<file path="config.mk">
export PLATFORM = sky130hd
export DESIGN_NAME = mul_x_unit_flat
export DESIGN_NICKNAME = d
export VERILOG_FILES = /design/src/rtl/mul_x_unit_if.sv /design/src/rtl/mul_x_unit.sv /design/src/flat_wrapper.sv
export SDC_FILE = /design/constraint.sdc
export NUM_CORES = 1
export LEC_CHECK = 0
export CORE_ASPECT_RATIO = 1.5
export CORE_MARGIN = 1.5
export CORE_UTILIZATION = 40
export DETAILED_ROUTE_END_ITERATION = 10
export GPL_TIMING_DRIVEN = 0
export HOLD_SLACK_MARGIN = 0.03
export MAX_ROUTING_LAYER = met4
export PLACE_DENSITY = 0.58
export SYNTH_ARGS = -nofsm -noshare
export SYNTH_HDL_FRONTEND = slang
export SYNTH_SLANG_ARGS = --single-unit
export TNS_END_PERCENT = 30
</file>
<file path="constraint.sdc">
create_clock -name clk -period 14.14 [get_ports clk]
set_clock_uncertainty 0.2 [all_clocks]
set_input_delay 1.414 -clock clk [delete_from_list [all_inputs] [get_ports clk]]
set_output_delay 1.414 -clock clk [all_outputs]
set_load 0.01 [all_outputs]
</file>
<file path="src/rtl/mul_x_unit_if.sv">
// mul_x_unit_if: issue-side and writeback-side channels of the iterative
// multiply execute pipe, bundled in one interface.
//
// Handshake rule, both channels: a transfer happens on a rising clk edge
// where the producer's *_val and the consumer's *_rdy are both 1. A producer
// holds its payload stable while *_val is 1 and *_rdy is 0. A producer never
// waits on *_rdy before raising *_val.
//
// Modports:
//   master - issue/writeback side (drives d_*, w_rdy; observes d_rdy, w_*)
//   slave  - the multiply unit    (drives d_rdy, w_*; observes d_*, w_rdy)
interface mul_x_unit_if #(
  parameter int p_seq_num_bits   = 5,
  parameter int p_phys_addr_bits = 6
);
  // issue channel
  logic                        d_val;
  logic                        d_rdy;
  logic [1:0]                  d_func;
  logic [31:0]                 d_op1;
  logic [31:0]                 d_op2;
  logic [31:0]                 d_pc;
  logic [4:0]                  d_waddr;
  logic [p_seq_num_bits-1:0]   d_seq_num;
  logic [p_phys_addr_bits-1:0] d_preg;
  logic [p_phys_addr_bits-1:0] d_ppreg;
  // writeback channel
  logic                        w_val;
  logic                        w_rdy;
  logic [31:0]                 w_wdata;
  logic                        w_wen;
  logic [31:0]                 w_pc;
  logic [4:0]                  w_waddr;
  logic [p_seq_num_bits-1:0]   w_seq_num;
  logic [p_phys_addr_bits-1:0] w_preg;
  logic [p_phys_addr_bits-1:0] w_ppreg;

  modport master (
    output d_val, d_func, d_op1, d_op2, d_pc, d_waddr, d_seq_num, d_preg, d_ppreg,
    input  d_rdy,
    input  w_val, w_wdata, w_wen, w_pc, w_waddr, w_seq_num, w_preg, w_ppreg,
    output w_rdy
  );

  modport slave (
    input  d_val, d_func, d_op1, d_op2, d_pc, d_waddr, d_seq_num, d_preg, d_ppreg,
    output d_rdy,
    output w_val, w_wdata, w_wen, w_pc, w_waddr, w_seq_num, w_preg, w_ppreg,
    input  w_rdy
  );
endinterface

</file>
<file path="src/rtl/mul_x_unit.sv">
// mul_x_unit: iterative RV32M multiply execute pipe (MUL/MULH/MULHSU/MULHU).
// Accepts one op on the issue channel, multiplies operand magnitudes with a
// shift-add datapath retiring p_bits_per_cycle multiplier bits per cycle,
// applies the sign at the end and holds the result on the writeback channel
// until it is taken. Rename tags ride along unchanged.
//
// Ports:
//   clk        clock
//   rst        asynchronous active-low reset
//   io         mul_x_unit_if.slave (issue d_* and writeback w_* channels)
//   dbg_state  current FSM state (0 IDLE, 1 CALC, 2 DONE)
//
// Build option: define MUL_X_EARLY_OUT_EN to skip the CALC phase when either
// operand magnitude is zero (result is then presented one cycle after accept).
module mul_x_unit #(
  parameter int p_seq_num_bits   = 5,
  parameter int p_phys_addr_bits = 6,
  parameter int p_bits_per_cycle = 4
) (
  input  logic        clk,
  input  logic        rst,
  mul_x_unit_if.slave io,
  output logic [1:0]  dbg_state
);
  localparam int B = p_bits_per_cycle;
  localparam int N = 32 / p_bits_per_cycle;
  localparam logic [5:0] N_CNT = 6'(N);

  typedef enum logic [1:0] {S_IDLE = 2'd0, S_CALC = 2'd1, S_DONE = 2'd2} state_e;

  state_e                      state_q, state_d;
  logic [5:0]                  count_q, count_d;
  logic [63:0]                 acc_q, acc_d;
  logic [31:0]                 mcand_q, mcand_d;
  logic [31:0]                 mplier_q, mplier_d;
  logic                        neg_q, neg_d;
  logic [1:0]                  func_q, func_d;
  logic [31:0]                 pc_q, pc_d;
  logic [4:0]                  waddr_q, waddr_d;
  logic [p_seq_num_bits-1:0]   seq_q, seq_d;
  logic [p_phys_addr_bits-1:0] preg_q, preg_d;
  logic [p_phys_addr_bits-1:0] ppreg_q, ppreg_d;

  // operand sign handling at accept
  logic        sgn1, sgn2;
  logic [31:0] mag1, mag2;
  // one shift-add step
  logic [31+B:0] partial;
  logic [63+B:0] sum;
  // signed product
  logic [63:0] prod;

  always_comb begin
    // op1 is signed for all but MULHU; op2 is signed only for MUL/MULH.
    sgn1 = (io.d_func != 2'b11) & io.d_op1[31];
    sgn2 = (io.d_func[1] == 1'b0) & io.d_op2[31];
    mag1 = sgn1 ? (~io.d_op1 + 32'd1) : io.d_op1;
    mag2 = sgn2 ? (~io.d_op2 + 32'd1) : io.d_op2;
  end

  // The partial product lands at bit 32 of a window that then shifts right by
  // B; after N steps chunk i sits at weight 2^(B*i), i.e. the exact product.
  always_comb begin
    partial = (32+B)'(mcand_q) * (32+B)'(mplier_q[B-1:0]);
    sum     = {{B{1'b0}}, acc_q} + {partial, 32'd0};
  end

  always_comb begin
    state_d  = state_q;
    count_d  = count_q;
    acc_d    = acc_q;
    mcand_d  = mcand_q;
    mplier_d = mplier_q;
    neg_d    = neg_q;
    func_d   = func_q;
    pc_d     = pc_q;
    waddr_d  = waddr_q;
    seq_d    = seq_q;
    preg_d   = preg_q;
    ppreg_d  = ppreg_q;
    case (state_q)
      S_IDLE: begin
        if (io.d_val) begin
          mcand_d  = mag1;
          mplier_d = mag2;
          neg_d    = sgn1 ^ sgn2;
          func_d   = io.d_func;
          pc_d     = io.d_pc;
          waddr_d  = io.d_waddr;
          seq_d    = io.d_seq_num;
          preg_d   = io.d_preg;
          ppreg_d  = io.d_ppreg;
          acc_d    = 64'd0;
          count_d  = N_CNT;
          state_d  = S_CALC;
`ifdef MUL_X_EARLY_OUT_EN
          if (mag1 == 32'd0 || mag2 == 32'd0) state_d = S_DONE;
`endif
        end
      end
      S_CALC: begin
        acc_d    = 64'(sum >> B);
        mplier_d = mplier_q >> B;
        count_d  = count_q - 6'd1;
        if (count_q == 6'd1) state_d = S_DONE;
      end
      S_DONE: begin
        if (io.w_rdy) state_d = S_IDLE;
      end
      default: state_d = S_IDLE;
    endcase
  end

  always_ff @(posedge clk or negedge rst) begin
    if (!rst) begin
      state_q  <= S_IDLE;
      count_q  <= '0;
      acc_q    <= '0;
      mcand_q  <= '0;
      mplier_q <= '0;
      neg_q    <= 1'b0;
      func_q   <= '0;
      pc_q     <= '0;
      waddr_q  <= '0;
      seq_q    <= '0;
      preg_q   <= '0;
      ppreg_q  <= '0;
    end else begin
      state_q  <= state_d;
      count_q  <= count_d;
      acc_q    <= acc_d;
      mcand_q  <= mcand_d;
      mplier_q <= mplier_d;
      neg_q    <= neg_d;
      func_q   <= func_d;
      pc_q     <= pc_d;
      waddr_q  <= waddr_d;
      seq_q    <= seq_d;
      preg_q   <= preg_d;
      ppreg_q  <= ppreg_d;
    end
  end

  // Outputs derive only from flops, so they hold steady while DONE stalls.
  always_comb begin
    prod = neg_q ? (~acc_q + 64'd1) : acc_q;
  end

  assign io.d_rdy     = (state_q == S_IDLE);
  assign io.w_val     = (state_q == S_DONE);
  assign io.w_wdata   = (func_q == 2'b00) ? prod[31:0] : prod[63:32];
  assign io.w_wen     = (waddr_q != 5'd0);
  assign io.w_pc      = pc_q;
  assign io.w_waddr   = waddr_q;
  assign io.w_seq_num = seq_q;
  assign io.w_preg    = preg_q;
  assign io.w_ppreg   = ppreg_q;
  assign dbg_state    = state_q;
endmodule

</file>
<file path="src/flat_wrapper.sv">
// flat-port wrapper written by rule: the top's interface ports become plain ports
module mul_x_unit_flat 
#(
  parameter int p_seq_num_bits   = 5,
  parameter int p_phys_addr_bits = 6,
  parameter int p_bits_per_cycle = 4
)
  (clk, rst, dbg_state, io_d_val, io_d_func, io_d_op1, io_d_op2, io_d_pc, io_d_waddr, io_d_seq_num, io_d_preg, io_d_ppreg, io_d_rdy, io_w_val, io_w_wdata, io_w_wen, io_w_pc, io_w_waddr, io_w_seq_num, io_w_preg, io_w_ppreg, io_w_rdy);
  mul_x_unit_if #(.p_seq_num_bits(p_seq_num_bits), .p_phys_addr_bits(p_phys_addr_bits)) io_i ();
  input  logic clk;
  input  logic rst;
  output logic [1:0] dbg_state;
  input wire logic [$bits(io_i.d_val)-1:0] io_d_val;
  input wire logic [$bits(io_i.d_func)-1:0] io_d_func;
  input wire logic [$bits(io_i.d_op1)-1:0] io_d_op1;
  input wire logic [$bits(io_i.d_op2)-1:0] io_d_op2;
  input wire logic [$bits(io_i.d_pc)-1:0] io_d_pc;
  input wire logic [$bits(io_i.d_waddr)-1:0] io_d_waddr;
  input wire logic [$bits(io_i.d_seq_num)-1:0] io_d_seq_num;
  input wire logic [$bits(io_i.d_preg)-1:0] io_d_preg;
  input wire logic [$bits(io_i.d_ppreg)-1:0] io_d_ppreg;
  output wire logic [$bits(io_i.d_rdy)-1:0] io_d_rdy;
  output wire logic [$bits(io_i.w_val)-1:0] io_w_val;
  output wire logic [$bits(io_i.w_wdata)-1:0] io_w_wdata;
  output wire logic [$bits(io_i.w_wen)-1:0] io_w_wen;
  output wire logic [$bits(io_i.w_pc)-1:0] io_w_pc;
  output wire logic [$bits(io_i.w_waddr)-1:0] io_w_waddr;
  output wire logic [$bits(io_i.w_seq_num)-1:0] io_w_seq_num;
  output wire logic [$bits(io_i.w_preg)-1:0] io_w_preg;
  output wire logic [$bits(io_i.w_ppreg)-1:0] io_w_ppreg;
  input wire logic [$bits(io_i.w_rdy)-1:0] io_w_rdy;
  assign io_i.d_val = io_d_val;
  assign io_i.d_func = io_d_func;
  assign io_i.d_op1 = io_d_op1;
  assign io_i.d_op2 = io_d_op2;
  assign io_i.d_pc = io_d_pc;
  assign io_i.d_waddr = io_d_waddr;
  assign io_i.d_seq_num = io_d_seq_num;
  assign io_i.d_preg = io_d_preg;
  assign io_i.d_ppreg = io_d_ppreg;
  assign io_d_rdy = io_i.d_rdy;
  assign io_w_val = io_i.w_val;
  assign io_w_wdata = io_i.w_wdata;
  assign io_w_wen = io_i.w_wen;
  assign io_w_pc = io_i.w_pc;
  assign io_w_waddr = io_i.w_waddr;
  assign io_w_seq_num = io_i.w_seq_num;
  assign io_w_preg = io_i.w_preg;
  assign io_w_ppreg = io_i.w_ppreg;
  assign io_i.w_rdy = io_w_rdy;
  mul_x_unit #(.p_seq_num_bits(p_seq_num_bits), .p_phys_addr_bits(p_phys_addr_bits), .p_bits_per_cycle(p_bits_per_cycle)) u_core (.clk(clk), .rst(rst), .io(io_i), .dbg_state(dbg_state));
endmodule
</file>
=== Word level (Yosys, flattened, before mapping) ===
Index checks and enable logic that the tools add are counted.

* Register bits after elaboration: 193
* Word-level logic and storage cells: 53
* Output and inout bits: 91
* Bits of input ports: 124

* Bitwise operators: 7
* Multiplexer cells: 14
* Equal/unequal tests: 7
* Reductions and logical operators: 7
* Multiply operators: 1
* Add/subtract/negate cells: 5

{| class="wikitable"
|+ Operators with widths
! cell !! number
|-
| $mux 32 || 4
|-
| $mux 64 || 2
|-
| $pmux 64 s2 || 1
|-
| $add 64x68->68 || 1
|-
| $add 32x1->32 const B || 2
|-
| $add 64x1->64 const B || 1
|-
| $not 32->32 || 2
|-
| $not 64->64 || 1
|-
| $pmux 32 s2 || 1
|-
| $mul 32x4->36 || 1
|-
| $pmux 6 s2 || 1
|-
| $eq 6x1->1 const B || 1
|-
| $mux 2 || 3
|-
| $mux 6 || 1
|-
| $pmux 2 s3 || 1
|-
| $sub 6x1->6 const B || 1
|-
| $reduce_bool 5->1 || 1
|-
| $logic_not 2->1 || 2
|-
| $ne 2x1->1 const B || 2
|-
| $ne 2x2->1 const B || 2
|-
| $reduce_and 2->1 || 2
|-
| $reduce_and 3->1 || 1
|-
| $and 1x1->1 || 2
|-
| $eq 2x1->1 const B || 1
|-
| 4 further kinds || 4
|}

=== Longest topological paths before layout ===
Gate-level depths: netlist of run 1.

* Word-level depth: 5
* Mapped depth: 30

=== Worst setup path before layout of run 1 ===
No wires, ideal clock.

* Path type: reg2reg
* From: reg u_core.mplier_q[3]
* To: reg u_core.acc_q[51]
* Arrival time: 5.743 ns
* Library setup time: 0.135 ns
* Required time: 13.805 ns
* Slack: 8.062 ns
* Cell stages (with the launch flop): 28
* Clock period less this slack: 6.078 ns
* Cells stage by stage: dfrtp_1 clkbuf_1 nand2_1 fa_1 fa_1 inv_1 fa_1 a211oi_1 o21bai_1 a21o_1 nand2_1 nand2_1 a21oi_1 nor2b_1 a221oi_1 xnor2_1 ha_1 a21o_1 a21oi_1 nor2b_1 a311oi_1 a21oi_1 o21ai_0 a21boi_0 o31a_1 o21ai_0 and3_1 o31ai_1

* Word-level cells in the longest chain between the ends: 3

{| class="wikitable"
|+ RTL lines
! item !! RTL line !! RTL
|-
| start, declared || mul_x_unit.sv:35 || <nowiki>logic [31:0] mplier_q, mplier_d;</nowiki>
|-
| start signal, assigned || mul_x_unit.sv:133 || <nowiki>mplier_q <= mplier_d;</nowiki>
|-
| $mul 32x4->36 || mul_x_unit.sv:64 || <nowiki>partial = (32+B)'(mcand_q) * (32+B)'(mplier_q[B-1:0]);</nowiki>
|-
| $add 64x68->68 || mul_x_unit.sv:65 || <nowiki>sum = {{B{1'b0}}, acc_q} + {partial, 32'd0};</nowiki>
|-
| $pmux 64 s2 || mul_x_unit.sv:81 || <nowiki>case (state_q)</nowiki>
|-
| end signal, assigned || mul_x_unit.sv:118 || <nowiki>acc_q <= '0;</nowiki>
|-
| end signal, assigned || mul_x_unit.sv:131 || <nowiki>acc_q <= acc_d;</nowiki>
|-
| end, declared || mul_x_unit.sv:33 || <nowiki>logic [63:0] acc_q, acc_d;</nowiki>
|}

No other way between the ends.
A chain may end at the register's enable or synchronous reset.

=== Worst setup path after layout of run 1 ===
* From: reg u_core.mplier_q[2]
* To: reg u_core.acc_q[62]

Same word-level chain as after synthesis.

==> results of run 1 <==
-- registers in the layout, summed over array words and instances (netlist names) --
name and flops:
u_core.io.w_pc 32, u_core.io.w_seq_num 5, u_core.io.w_ppreg 6, u_core.mcand_q 32, u_core.count_q 6, u_core.acc_q 64, u_core.func_q 2, u_core.io.w_preg 6
u_core.neg_q 1, u_core.mplier_q 32, u_core.dbg_state 2, u_core.io.w_waddr 5
-- where the power goes --
group          switching (mW)  internal (mW)  total [mW]
Combinational          0.0407         0.0458      0.0865
Sequential                  0          0.551       0.551
Clock                   0.266          0.243       0.509
-- stage by stage --
stage               worst slack, ns    util
floorplan                     8.062       -
global placement              2.994  0.4779
detailed placement            6.665  0.4788
CTS                           6.631  0.4951
global route                  6.115  0.4951
finish                        6.719  0.4951
-- Yosys cell counts (61+ instances only) --
master / number
a21oi_1: 85
and2_1: 86
clkbuf_1: 82
dfrtp_1: 193
fa_1: 61
ha_1: 77
inv_1: 141
nand2_1: 421
nor2_1: 68
o21ai_0: 216
xnor2_1: 102
xor2_1: 71
-- per-layer routing --
metal	global-route usage	part of all wire
met5	-	0
met1	0.2715	0.40
met3	0.03278	0.033
met2	0.4415	0.52
met4	0.1174	0.045
-- critical path, stage by stage, from the launching register on --
cell and delay, ns:
dfrtp_1 0.57, clkbuf_1 0.51, nand2_1 0.15, fa_1 0.51, fa_1 0.56, inv_1 0.07, ha_1 0.31, a211oi_1 0.24
o21ai_0 0.23, nor2_1 0.15, o21a_1 0.16, o21bai_1 0.07, a21oi_1 0.29, o21bai_1 0.10, a21oi_1 0.18, xnor2_1 0.10
ha_1 0.39, nand4_1 0.13, or2_2 0.31, nor2_1 0.11, a21oi_1 0.15, o21ai_0 0.60, a31oi_1 0.31, a221oi_1 0.48
nand2_1 0.12, xor2_1 0.17, o21ai_0 0.15
-- cell families after synthesis --
group	synth area share
xor+xnor	0.09711
fa+ha+maj	0.1400
simple gates	0.2150
flops	0.3095
compound gates	0.1827
mux	0.0006415
buf+inv	0.05509
-- layout make-up --
class,instances,area share
multi-input combinational,1516,0.5211
sequential,193,0.2538
timing repair buffer,215,0.1143
tap,495,0.03255
inverter,142,0.02802
clock buffer,17,0.02236
buffer,87,0.01716
clock inverter,15,0.01065
-- path summary, 6_finish.rpt --
check,from,end,slack (ns)
setup / recovery,u_core.mplier_q[2],u_core.acc_q[62],6.72
hold / removal,u_core.io.w_ppreg[3],u_core.io.w_ppreg[3],0.28
setup reg to reg,u_core.mplier_q[2],u_core.acc_q[62],6.72
hold reg to reg,u_core.io.w_ppreg[3],u_core.io.w_ppreg[3],0.28
max in group asynchronous,rst,u_core.mcand_q[31],12.03
min in group asynchronous,rst,u_core.count_q[3],0.71
==> flow_summary.json, run 1 <==
{
  "outcome": "finished, final reports clean",
  "period_minus_slack_ns": 7.421,
  "finalPower_mw": 1.147,
  "critPathLaunchType": "flip-flop",
  "drc": 0,
  "synthCells": 1938,
  "whs_ns": 0.2787,
  "overflow": 0,
  "ys_warn_count": 0,
  "synth-main-ff-cell": "dfrtp_1",
  "drv_cap": 0,
  "antenna_cells": 0,
  "slew_headroom": 0.2937,
  "drive_gt1_frac": 0.02288,
  "finalMaxSlewViolations": 0,
  "track_usage": 0.2486,
  "layout.nets": 2434,
  "die_w_um": 164.3,
  "hold_buffers": 0,
  "cts_tree": "yes",
  "rr_worst_depth": 26,
  "start_util": 0.4061,
  "syn_area_mm2": 0.01560,
  "setup-tns-final_ns": 0,
  "grt_max_degree": 119,
  "grt_pass1_wl_um": 75860,
  "gp_congestion": 0.9554,
  "cts_num_sinks": 193,
  "layout_common_cells": "421 x nand2_1, 216 x o21ai_0, 213 x clkdlybuf4s50_1",
  "final_cell_area_mm2": 0.01903,
  "coreArea_mm2": 0.03843,
  "finalHoldViolations": 0,
  "grt_pass1_vias": 14627,
  "cts_resized": 0,
  "synth_top_cells_by_area": "dfrtp_1 31%, nand2_1 10%, fa_1 7.8%",
  "h-tree-depth": 4,
  "peakVddDrop_mv": 0.06501,
  "final_common_cell": "nand2_1",
  "multiInputGateArea_mm2": 0.009915,
  "clk_pin_slew_ns": 0.08,
  "synth-edff-count": 0,
  "dpl_cell_area_mm2": 0.01840,
  "area_growth_syn_to_layout_pct": 21.93,
  "die-area_mm2": 0.04023,
  "antenna_found_initial": 0,
  "min_path_cells": 2,
  "first_iter_violations": 753,
  "cts_setup_buffers": 0,
  "dp_hpwl_um": 37730,
  "num_rows": 88,
  "via_count": 14146,
  "yosys.area.top_type": "dfrtp_1",
  "wl_per_cell_um": 17.44,
  "vias_per_cell": 5.278,
  "cts-root-buf": "clkbuf_16",
  "clock_latency_ns": 0.47,
  "synth.distinct_cells": 59,
  "synth.avg_cell_area_um2": 8.051,
  "synth_nets": 2200,
  "netlist.area_leader.share": 0.3095,
  "drtAntennaViolNets": 0,
  "ctsLongestPathBuffers": 2,
  "critPathRequiredTime_ns": 14.31,
  "dieHeight_um": 244.9,
  "setup_viol": 0,
  "cts_buffers": 17,
  "fin_crit_sh": 0.5248,
  "fin_cells": 2680,
  "leakage_nw": 8.887,
  "io_pins": 215,
  "tightest_slew_ns": 1.050,
  "clock.fmax_mhz": 134.8,
  "synth-seq-cells": 193,
  "synth-seq-area-share": 0.3095,
  "seq_area_mm2": 0.004830,
  "io_buffers": 214,
  "rsz0062_at_grt": "false",
  "routed_wl_um": 46740,
  "async_flop_share": 1.000,
  "path_class": "reg2reg",
  "critPathArrivalTime_ns": 7.59,
  "path_max_fanout": 10,
  "fill_cells": 3754,
  "dpl.cell_count": 2648,
  "hold_path.class": "reg2reg",
  "setup.worst_path.end_class": "flip-flop",
  "pwr_density_cell_mw_per_mm2": 60.31,
  "firstDrtPassIters": 5
}
Power figures use the tool's default switching activity.
==> inputs of run 2 (changes only) <==
==> constraint.sdc (replaced) <==
create_clock -name clk -period 7.7 [get_ports clk]
set_clock_uncertainty 0.2 [all_clocks]
set_input_delay 0.77 -clock clk [delete_from_list [all_inputs] [get_ports clk]]
set_output_delay 0.77 -clock clk [all_outputs]
set_load 0.01 [all_outputs]
==> run 2 against run 1 <==
Against the previous run:
- worst setup slack got worse by 6.2 ns
- sequential share of layout area about the same
- first-iteration DRC count increased by 6.4%
- worst hold slack got worse by 0.21 ns
- clock power increased by 84%
- wire length about the same
- register-to-register slack got worse by 6.2 ns
- global-route usage unchanged
- utilization about the same
- critical endpoint is now u_core.acc_q[63]
- largest cell class unchanged
==> flow_summary.json, run 2 (same netlist as run 1, synthesis figures left out) <==
{
  "io_pins": 215,
  "layout_common_cells": "421 x nand2_1, 215 x o21ai_0, 213 x clkdlybuf4s50_1",
  "setup.worst_path.end_class": "flip-flop",
  "first_iter_violations": 801,
  "gp_congestion": 0.9554,
  "clockPowerShare": 0.444,
  "timing.rr.start": "u_core.mplier_q[1]",
  "largest_reg_flops": 64,
  "wl_per_cell_um": 17.43,
  "rsz0062_at_grt": "false",
  "whs_ns": 0.06861,
  "cts_setup_buffers": 0,
  "grt_pass1_vias": 14627,
  "area_growth_syn_to_layout_pct": 21.95,
  "fin_cells": 2680,
  "firstDrtPassIters": 5,
  "num_rows": 88,
  "ctsLongestPathBuffers": 2,
  "peakVddDrop_mv": 0.1197,
  "drive_gt1_frac": 0.02380,
  "tightest_slew_ns": 1.025,
  "cts_buffers": 17,
  "critPathArrivalTime_ns": 7.29,
  "clock.fmax_mhz": 139.4,
  "finalHoldViolations": 0,
  "drc": 0,
  "cts_num_sinks": 193,
  "clock_latency_ns": 0.47,
  "cts_resized": 0,
  "cts-root-buf": "clkbuf_16",
  "dieHeight_um": 244.9,
  "rrSetupSlack_ns": 0.53,
  "setup_viol": 0,
  "leakage_nw": 8.894,
  "coreArea_mm2": 0.03843,
  "antenna_found_initial": 0,
  "drv_cap": 0,
  "combPwrFrac": 0.075,
  "finalMaxSlewViolations": 0,
  "p_switching_uw": 563.9,
  "pwr_density_cell_mw_per_mm2": 110.7,
  "routed_wl_um": 46720,
  "overflow": 0,
  "dp_slack_ns": 0.2249,
  "hold_path.class": "in2async",
  "track_usage": 0.2486,
  "critPathRequiredTime_ns": 7.82,
  "path_max_fanout": 10,
  "grt_max_degree": 119,
  "clk_pin_slew_ns": 0.09,
  "path_class": "reg2reg",
  "critPathLaunchType": "flip-flop",
  "reg2reg_to": "u_core.acc_q[63]",
  "grt_pass1_wl_um": 75860,
  "dpl.cell_count": 2648,
  "antenna_cells": 0,
  "period_minus_slack_ns": 7.172,
  "setup_ws_ns": 0.5285,
  "die-area_mm2": 0.04023,
  "hold_buffers": 0,
  "via_count": 14169,
  "finalPower_mw": 2.107,
  "layout.nets": 2434,
  "fin_crit_sh": 0.9314,
  "io_buffers": 214,
  "seq_power_share": 0.481,
  "slew_headroom": 0.3105,
  "die_w_um": 164.3,
  "outcome": "finished, final reports clean",
  "dp_hpwl_um": 37730,
  "switching_share": 0.2676,
  "cts_tree": "yes",
  "final_common_cell": "nand2_1",
  "rr_worst_depth": 27,
  "p_int_mw": 1.543,
  "regMostFlops": "u_core.acc_q",
  "vias_per_cell": 5.287,
  "drtAntennaViolNets": 0,
  "start_util": 0.4061,
  "h-tree-depth": 4
}
-- run 2: through the flow --
stage	setup TNS [ns]	util	area, um^2
after floorplan	0	-	15600
after global placement	-535.49	0.4779	18370
after detailed placement	0	0.4788	18400
after CTS	0	0.4951	19030
after global routing	0	0.4952	19030
final	0	0.4952	19030
-- run 2: per-layer routing --
metal / global-route usage / vias to the layer above / routed length (um)
li1: - / 6985 / -
met1: 0.2715 / 6718 / 18620
met2: 0.4415 / 358 / 24300
met3: 0.03278 / 108 / 1648
met4: 0.1174 / 0 / 2150
met5: - / - / 0
-- run 2: worst max-delay path by stage --
stage                            start                 end  slack [ns]  cells after the start
floorplan           u_core.mplier_q[3]    u_core.acc_q[51]        1.62                     27
global placement                   rst  u_core.mcand_q[30]       -2.80                      1
detailed placement  u_core.mplier_q[2]    u_core.acc_q[62]        0.22                     28
CTS                 u_core.mplier_q[2]    u_core.acc_q[62]        0.19                     28
global route        u_core.mplier_q[1]    u_core.acc_q[63]      0.0009                     27
finish              u_core.mplier_q[1]    u_core.acc_q[63]        0.53                     27
-- run 2: worst max-delay path: stages, from the launching register on --
cell      delay (ns)
dfrtp_1         0.51
buf_1           0.53
nand2_1         0.15
fa_1            0.49
fa_1            0.56
inv_1           0.07
fa_1            0.47
a211oi_1        0.26
o21bai_1        0.13
a21o_1          0.21
nand2_1         0.07
nand2_1         0.05
a21oi_1         0.22
nor2b_1         0.09
a221oi_1        0.34
xnor2_1         0.19
ha_1            0.30
a21o_1          0.19
a21oi_1         0.13
nor2b_1         0.06
a311oi_1        0.41
a21o_1          0.27
nor2_1          0.07
o21ai_0         0.40
o21ai_0         0.19
nand4b_1        0.15
xnor2_1         0.20
o21ai_0         0.12
-- run 2: power groups by stage --
| stage | registers (mW) | logic, mW | clock network (mW) |
|---|---|---|---|
| finish | 1.01 | 0.159 | 0.936 |
| global route | 1.01 | 0.175 | 0.991 |
| CTS | 1.01 | 0.162 | 0.956 |
| detailed placement | 1.03 | 0.162 | 0 |
| global placement | 1.03 | 0.157 | 0 |
| floorplan | 1.03 | 0.0474 | 0 |
-- run 2: final cells by class --
type                    instances  area (um^2)
flip-flops and latches        193         4830
fillers                      3755        19400
clock buffers                  17        425.4
repair buffers                215         2175
plain buffers                  87        329.1
clock inverters                15        202.7
multi-input cells            1516         9915
inverters                     142        533.0
well taps                     495        619.3
==> inputs of run 3 (changes only) <==
--- a/config.mk
+++ b/config.mk
@@ -13,6 +13,7 @@
 export HOLD_SLACK_MARGIN = 0.03
 export MAX_ROUTING_LAYER = met4
 export PLACE_DENSITY = 0.58
+export SETUP_SLACK_MARGIN = 0.05
 export SYNTH_ARGS = -nofsm -noshare
 export SYNTH_HDL_FRONTEND = slang
 export SYNTH_SLANG_ARGS = --single-unit
==> run 3 against run 2 <==
Against the previous run:
- total power hardly changed
- critical path depth stayed put
- die area stayed put
- worst setup slack better by 0.096 ns
- combinational power hardly changed
- register-to-register slack better by 0.096 ns
- wire length hardly changed
- sequential share of layout area hardly changed
- first-iteration DRC count is 1.1% lower
- worst hold slack better by 0.0012 ns
- final cell count stayed put
- design area hardly changed
- largest power group unchanged
- highest routed layer unchanged
==> flow_summary.json, run 3 (same netlist as run 1, synthesis figures left out) <==
{
  "start_util": 0.4061,
  "cts_tree": "yes",
  "die_w_um": 164.3,
  "pwr_density_cell_mw_per_mm2": 110.8,
  "path_max_fanout": 10,
  "fill_cells": 3758,
  "fin_crit_sh": 0.9189,
  "clock.fmax_mhz": 141.3,
  "setup_viol": 0,
  "antenna_cells": 0,
  "drtAntennaViolNets": 0,
  "io_pins": 215,
  "grt_pass1_vias": 14627,
  "rr_worst_depth": 27,
  "overflow": 0,
  "largest_reg_flops": 64,
  "clockPowerShare": 0.444,
  "grt_pass1_wl_um": 75860,
  "cts_buffers": 17,
  "switching_share": 0.2677,
  "area_growth_syn_to_layout_pct": 21.95,
  "cts_num_sinks": 193,
  "track_usage": 0.2486,
  "path_class": "reg2reg",
  "critPathArrivalTime_ns": 7.19,
  "seq_power_share": 0.480,
  "dp_hpwl_um": 37730,
  "drv_cap": 0,
  "rrSetupSlack_ns": 0.62,
  "die-area_mm2": 0.04023,
  "outcome": "finished, final reports clean",
  "grt_max_degree": 119,
  "p_switching_uw": 564.3,
  "dpl_cell_area_mm2": 0.01840,
  "firstDrtPassIters": 5,
  "peakVddDrop_mv": 0.1198,
  "antenna_found_initial": 0,
  "setup-tns-final_ns": 0,
  "finalHoldViolations": 0,
  "cts-root-buf": "clkbuf_16",
  "period_minus_slack_ns": 7.076,
  "hold_buffers": 0,
  "regMostFlops": "u_core.acc_q",
  "drc": 0,
  "reg2reg_to": "u_core.acc_q[63]",
  "timing.rr.start": "u_core.mplier_q[2]",
  "drive_gt1_frac": 0.02426,
  "layout_common_cells": "421 x nand2_1, 215 x o21ai_0, 213 x clkdlybuf4s50_1",
  "rsz0062_at_grt": "false",
  "finalMaxSlewViolations": 0,
  "h-tree-depth": 4,
  "vias_per_cell": 5.292,
  "setup.worst_path.end_class": "flip-flop",
  "critPathLaunchType": "flip-flop",
  "endpoint": "u_core.acc_q[63]",
  "ctsLongestPathBuffers": 2,
  "critPathRequiredTime_ns": 7.82,
  "layout.nets": 2434,
  "combPwrFrac": 0.075,
  "crit_start": "u_core.mplier_q[2]",
  "dieHeight_um": 244.9,
  "clock_latency_ns": 0.47,
  "p_int_mw": 1.543,
  "wl_per_cell_um": 17.43,
  "gp_congestion": 0.9554,
  "routed_wl_um": 46710,
  "coreArea_mm2": 0.03843,
  "io_buffers": 214,
  "tightest_slew_ns": 1.046,
  "hold_path.class": "in2async",
  "final_cell_area_mm2": 0.01903,
  "num_rows": 88,
  "via_count": 14183,
  "first_iter_violations": 792,
  "final_common_cell": "nand2_1",
  "clk_pin_slew_ns": 0.09,
  "slew_headroom": 0.2961,
  "leakage_nw": 8.897
}
==> run 3: cell count changes in the layout (fill, tap and decap cells not counted), sizes merged <==
cell / delta
clkbuf: +1
buf: -1
==> run 3: layout make-up <==
class | instances | area (um^2) | share of cell area
inverters | 142 | 533.0 | 0.02801
clock buffers | 17 | 425.4 | 0.02236
plain buffers | 87 | 330.3 | 0.01736
repair buffers | 215 | 2175 | 0.1143
flip-flops and latches | 193 | 4830 | 0.2538
clock inverters | 15 | 202.7 | 0.01065
multi-input cells | 1516 | 9915 | 0.5210
well taps | 495 | 619.3 | 0.03255
==> run 3: how the worst min path moves through the flow <==
| stage | from | to | slack (ns) |
|---|---|---|---|
| after detailed placement | u_core.io.w_ppreg[3] | u_core.io.w_ppreg[3] | 0.26 |
| after floorplan | u_core.mplier_q[31] | u_core.mplier_q[31] | 0.25 |
| after global routing | rst | u_core.count_q[3] | 0.11 |
| after CTS | rst | u_core.count_q[3] | 0.09 |
| final | rst | u_core.count_q[3] | 0.07 |
| after global placement | u_core.io.w_preg[3] | u_core.io.w_preg[3] | 0.26 |
==> run 3: power by group through the flow <==
| stage | logic [mW] | registers, mW | clock network [mW] |
|---|---|---|---|
| after global placement | 0.157 | 1.03 | 0 |
| after floorplan | 0.0474 | 1.03 | 0 |
| after detailed placement | 0.162 | 1.03 | 0 |
| after global routing | 0.175 | 1.01 | 0.991 |
| final | 0.159 | 1.01 | 0.936 |
| after CTS | 0.162 | 1.01 | 0.956 |
==> run 3: metrics by stage <==
stage	worst slack [ns]	util	hold slack, ns	total power, mW	cells
2_1_floorplan	1.622	-	0.2502	1.080	1938
3_3_place_gp	-2.802	0.4779	0.2576	1.191	2647
3_5_place_dp	0.2249	0.4788	0.2612	1.195	2648
4_1_cts	0.1914	0.4951	0.09477	2.130	2680
5_1_grt	0.1382	0.4952	0.1102	2.179	2680
6_report	0.6243	0.4952	0.06983	2.108	2680
==> run 3: per-layer routing <==
layer	wire length (um)	global-route usage	share of wire
met3	1585	0.03278	0.034
met1	18710	0.2715	0.40
met4	2139	0.1174	0.046
met5	0	-	0
met2	24270	0.4415	0.52
==> run 3: worst max-delay path, stage by stage, from the launching register on <==
cell and delay, ns:
dfrtp_1 0.57, clkbuf_2 0.35, nand2_1 0.12, fa_1 0.50
fa_1 0.56, inv_1 0.07, fa_1 0.47, a211oi_1 0.26
o21bai_1 0.13, a21o_1 0.21, nand2_1 0.07, nand2_1 0.05
a21oi_1 0.22, nor2b_1 0.09, a221oi_1 0.34, xnor2_1 0.19
ha_1 0.30, a21o_1 0.19, a21oi_1 0.14, nor2b_1 0.06
a311oi_1 0.41, a21o_1 0.27, nor2_1 0.07, o21ai_0 0.41
o21ai_0 0.19, nand4b_1 0.15, xnor2_1 0.21, o21ai_0 0.12
==> run 3: timing repair <==
item,in CTS,in global routing
setup endpoints to repair,0,6
gates resized for setup,0,7
buffers inserted,0,0
hold endpoints to repair,0,0
